### config.mk
export PLATFORM = sky130hd
export DESIGN_NAME = sram_arbiter
export DESIGN_NICKNAME = d
export VERILOG_FILES = /design/src/rtl/sram_arbiter.sv
export SDC_FILE = /design/constraint.sdc
export NUM_CORES = 1
export LEC_CHECK = 0
export CAP_MARGIN = 20
export CORE_UTILIZATION = 36
export DETAILED_ROUTE_END_ITERATION = 8
export GPL_TIMING_DRIVEN = 0
export HOLD_SLACK_MARGIN = 0.08
export MAX_ROUTING_LAYER = met4
export PLACE_DENSITY = 0.95
export RECOVER_POWER = 50
export SYNTH_ARGS = -nofsm -noshare
export SYNTH_HDL_FRONTEND = slang
export SYNTH_SLANG_ARGS = --single-unit
### constraint.sdc
create_clock -name clk -period 4.55 [get_ports clk]
set_clock_uncertainty 0.15 [all_clocks]
set_input_delay 0.91 -clock clk [delete_from_list [all_inputs] [get_ports clk]]
set_output_delay 0.91 -clock clk [all_outputs]
set_load 0.02 [all_outputs]
### src/rtl/sram_arbiter.sv
// Two-port round-robin arbiter/sequencer in front of a single-port synchronous SRAM.
// Define SRAM_ARB_FIXED_PRIO_EN to make port 0 always win contention instead.

module sram_arb_port #(
    parameter int WIDTH = 32
) (
    input  logic             sel,
    input  logic             resp,
    input  logic [WIDTH-1:0] sram_rdata,
    output logic             rvalid,
    output logic [WIDTH-1:0] rdata
);
    // Read data is forced to zero outside the owner's response cycle.
    assign rvalid = sel & resp;
    assign rdata  = rvalid ? sram_rdata : '0;
endmodule

module sram_arbiter #(
    parameter int ADDR  = 8,
    parameter int WIDTH = 32
) (
    input  logic             clk,
    input  logic             rst,
    input  logic             m0_req,
    input  logic             m0_we,
    input  logic [ADDR-1:0]  m0_addr,
    input  logic [WIDTH-1:0] m0_wdata,
    output logic             m0_gnt,
    output logic             m0_rvalid,
    output logic [WIDTH-1:0] m0_rdata,
    input  logic             m1_req,
    input  logic             m1_we,
    input  logic [ADDR-1:0]  m1_addr,
    input  logic [WIDTH-1:0] m1_wdata,
    output logic             m1_gnt,
    output logic             m1_rvalid,
    output logic [WIDTH-1:0] m1_rdata,
    output logic             sram_cs,
    output logic             sram_we,
    output logic [ADDR-1:0]  sram_addr,
    output logic [WIDTH-1:0] sram_wdata,
    input  logic [WIDTH-1:0] sram_rdata
);
    localparam int NUM_PORTS = 2;

    typedef enum logic [1:0] {IDLE, ACCESS, RESP} state_t;

    state_t                            state;
    logic                              cs_q;
    logic                              owner;
    logic                              win;
    logic                              any_req;
    logic                              resp;
    logic [NUM_PORTS-1:0]              req;
    logic [NUM_PORTS-1:0]              we;
    logic [NUM_PORTS-1:0]              gnt;
    logic [NUM_PORTS-1:0]              rvalid;
    logic [NUM_PORTS-1:0][ADDR-1:0]    addr;
    logic [NUM_PORTS-1:0][WIDTH-1:0]   wdata;
    logic [NUM_PORTS-1:0][WIDTH-1:0]   rdata;

    assign req   = {m1_req, m0_req};
    assign we    = {m1_we, m0_we};
    assign addr  = {m1_addr, m0_addr};
    assign wdata = {m1_wdata, m0_wdata};

    assign any_req = |req;

`ifdef SRAM_ARB_FIXED_PRIO_EN
    always_comb begin
        win = 1'b0;
        if (!req[0] && req[1])
            win = 1'b1;
    end
`else
    logic last;

    // Under contention the port that did not win last time goes first.
    always_comb begin
        win = 1'b0;
        if (req[0] && req[1])
            win = ~last;
        else if (req[1])
            win = 1'b1;
    end
`endif

    always_comb begin
        gnt = '0;
        if (state == IDLE && any_req && !rst)
            gnt[win] = 1'b1;
    end

    always_ff @(posedge clk) begin
        if (rst) begin
            state      <= IDLE;
            cs_q       <= 1'b0;
            owner      <= 1'b0;
            sram_we    <= 1'b0;
            sram_addr  <= '0;
            sram_wdata <= '0;
`ifndef SRAM_ARB_FIXED_PRIO_EN
            last       <= 1'b1;
`endif
        end else begin
            case (state)
                IDLE: begin
                    if (any_req) begin
                        cs_q       <= 1'b1;
                        owner      <= win;
                        sram_we    <= we[win];
                        sram_addr  <= addr[win];
                        sram_wdata <= wdata[win];
`ifndef SRAM_ARB_FIXED_PRIO_EN
                        last       <= win;
`endif
                        state      <= ACCESS;
                    end
                end
                ACCESS: begin
                    cs_q    <= 1'b0;
                    sram_we <= 1'b0;
                    state   <= sram_we ? IDLE : RESP;
                end
                RESP:    state <= IDLE;
                default: state <= IDLE;
            endcase
        end
    end

    // Gating with rst keeps a write whose access cycle meets reset from committing.
    assign sram_cs = cs_q & ~rst;
    assign resp    = (state == RESP) & ~rst;

    for (genvar g = 0; g < NUM_PORTS; g++) begin : g_port
        localparam logic PORT_ID = 1'(g);
        sram_arb_port #(.WIDTH(WIDTH)) u_port (
            .sel        (owner == PORT_ID),
            .resp       (resp),
            .sram_rdata (sram_rdata),
            .rvalid     (rvalid[g]),
            .rdata      (rdata[g])
        );
    end

    assign m0_gnt    = gnt[0];
    assign m1_gnt    = gnt[1];
    assign m0_rvalid = rvalid[0];
    assign m1_rvalid = rvalid[1];
    assign m0_rdata  = rdata[0];
    assign m1_rdata  = rdata[1];
endmodule

==> summary.txt <==
Mapped Area: 2848 sq um
total grt overflow: 0
status: finished clean
dpl hpwl: 8635 um
worst vdd ir: 0.0001732 V
Non-Filler Instances: 668
CP Max Fanout: 10
pre-CTS setup slack: 0.4105 ns
Worst-path clk slew: 0.09 ns
fin. max-slew vios: 0
share of synthesized flip-flops with an asynchronous set or reset: 0
GPL Wtd Cong: 0.8127
Hold Path Class: reg2reg
worst-skew pair later-pin latency: 0.30 ns
Area Overhead vs Synth: 83.30%
commonest non-fill, non-tap cell in the layout: clkdlybuf4s50_1
Reg2Reg Setup Slack: 2.65 ns
largest family of logic cells by synthesized area: compound AO/OA/AOI/OAI gates
relative slew slack: 0.5708
final WL: 10530 um
maximum capacitance violations: 0
Cell variety after synth: 29
commonest non-fill, non-tap cells in the layout: clkdlybuf4s50_1, nand2_1, and2_1
IO buf count: 226
static leakage: 2.019 nW
number of DRC markers in iteration 0: 109
Starting Density: 0.3704
EDFF count, synth: 0
Slew @ Worst Pin: 0.6439 ns
CP Capture Type: output pin
core area: 7687 sq um
synthesized net count: 450
Setup Crit Path Kind: in2out
Die H: 90.94 um
Final Core Density: 0.6790
sequential share of the synthesized area: 0.3234
Tmin final: 4.180 ns
Placed Cells: 660
clock sink count: 46
#FFs+latches synth: 46
Post-CTS Resized: 0
RSZ-0062 raised after global routing: no
r2r startpoint: last
CTS HTree Levels: 2
hold depth: 1
adder-cell area share of the yosys netlist: 0
Avg Inst Size Synth: 8.578 sq um
nets@finish: 683
FF-to-FF path depth: 5
Yosys warning count: 0
initial antenna violation count: 1
Total Routing Usage GR: 0.2547
simple-gate portion of the synthesized area: 0.2878
Setup TNS: 0 ns
Final ANT Viol Nets: 0
placed instance area: 5238 sq um
I/O pins: 228
Max Buffers Root-to-Sink: 2
cts hold-fix bufs: 0
proportion of synthesized area in mux cells: 0.003515
XOR/XNOR Fraction of Synth Area: 0
synthesized instance count: 332
Worst setup SP type: input port
vias in the first global route: 3319
average wire per standard cell: 15.76 um
Die ar.: 8270 sq um
Post-CTS Setup Bufs: 0
slack of the critical path: 0.3699 ns
Most used DFF post-synth: dfxtp_1
1st-pass router iterations: 4
Max Clk Rate: 239.2 MHz
hold endpoint: state[1]
CTS Buf Count: 5
CTS tree: built
Root Driver: clkbuf_8
first-pass GRT wire length: 16260 um
PwrDens: 230.6 nW/um^2
Final Cell Area: 5220 sq um
Worst Path Arrival: 3.12 ns
Residual DRC: 0
DIE WIDTH: 90.94 um
Compound-Gate Fraction of Synth Area: 0.3062
final number of setup-violating endpoints: 0
vias: 3401
reg2reg end: sram_wdata[1]
Final Hold Viols: 0
Crit path required time: 3.49 ns
largest net degree at the start of global routing: 14
final worst path period share: 0.9187
FP Rows: 32
via density per instance: 5.091
share of cells above drive strength 1: 0.09204
HP Start: sram_we
==> how the worst max path moves through the flow <==
stage | from | endpoint | slack (ns)
after floorplan | rst | m1_rdata[1] | 1.54
after global placement | m1_req | m1_gnt | 0.45
after detailed placement | m1_req | m1_gnt | 0.41
after CTS | m1_req | m1_gnt | 0.39
after global routing | m0_req | m1_gnt | 0.18
final | m0_req | m1_gnt | 0.37
==> cell usage after synthesis (2+ instances only) <==
master | instances | area (sq um)
nand2_1 | 83 | 311.6
clkbuf_1 | 18 | 67.56
buf_4 | 2 | 15.01
buf_1 | 2 | 7.510
dfxtp_1 | 46 | 920.9
a21oi_1 | 42 | 210.2
and2_1 | 64 | 400.4
nor3_1 | 2 | 10.01
buf_12 | 4 | 80.08
buf_2 | 8 | 40.04
a311oi_2 | 40 | 600.6
nor2b_1 | 3 | 18.77
nor2_1 | 2 | 7.510
==> critical path, stage by stage <==
cell and delay (ns):
dlygate4sd3_1 0.61, a21boi_2 0.33, clkbuf_1 0.39, nand2_1 0.14, nor2_1 0.11, clkdlybuf4s50_1 0.63
==> area by class of cell <==
type | instances | area [sq um]
antenna | 1 | 2.502
buffer | 35 | 216.5
clock buffer | 5 | 68.82
clock inverter | 2 | 10.01
fill | 642 | 2467
inverter | 1 | 3.754
multi-input combinational | 250 | 1608
sequential | 46 | 920.9
tap | 102 | 127.6
timing repair buffer | 226 | 2262
==> state kept, by name, summed over array words and instances (netlist names) <==
signal / count
sram_wdata: 32
sram_addr: 8
state: 2
cs_q: 1
last: 1
owner: 1
sram_we: 1
==> power by group <==
part | leakage, nW | switching (mW) | internal, mW
Sequential | 0.382 | 0.0284 | 0.450
Clock | 0.0438 | 0.135 | 0.103
Combinational | 1.59 | 0.237 | 0.250
Total | 2.02 | 0.400 | 0.804
==> stage by stage <==
stage,power [mW],hold slack [ns]
4_1_cts,1.247,0.3190
3_3_place_gp,0.9945,0.2816
3_5_place_dp,1.011,0.3041
5_1_grt,1.265,0.3225
6_report,1.204,0.3071
2_1_floorplan,0.7578,0.3329
==> per-layer routing <==
layer | vias to the layer above | routed length (um) | global-route usage
met5 | - | 0 | -
met4 | 0 | 428 | 0.1124
met3 | 31 | 649 | 0.05360
met2 | 159 | 5842 | 0.4893
met1 | 1593 | 3604 | 0.2423
li1 | 1618 | - | -
==> cell families after synthesis <==
kind of cell	Yosys count
buffers and inverters	36
multiplexers	1
AO/OA/AOI/OAI	89
flip-flops	46
AND/OR/NAND/NOR	160
Note: power is estimated with default switching activity, not from simulation.
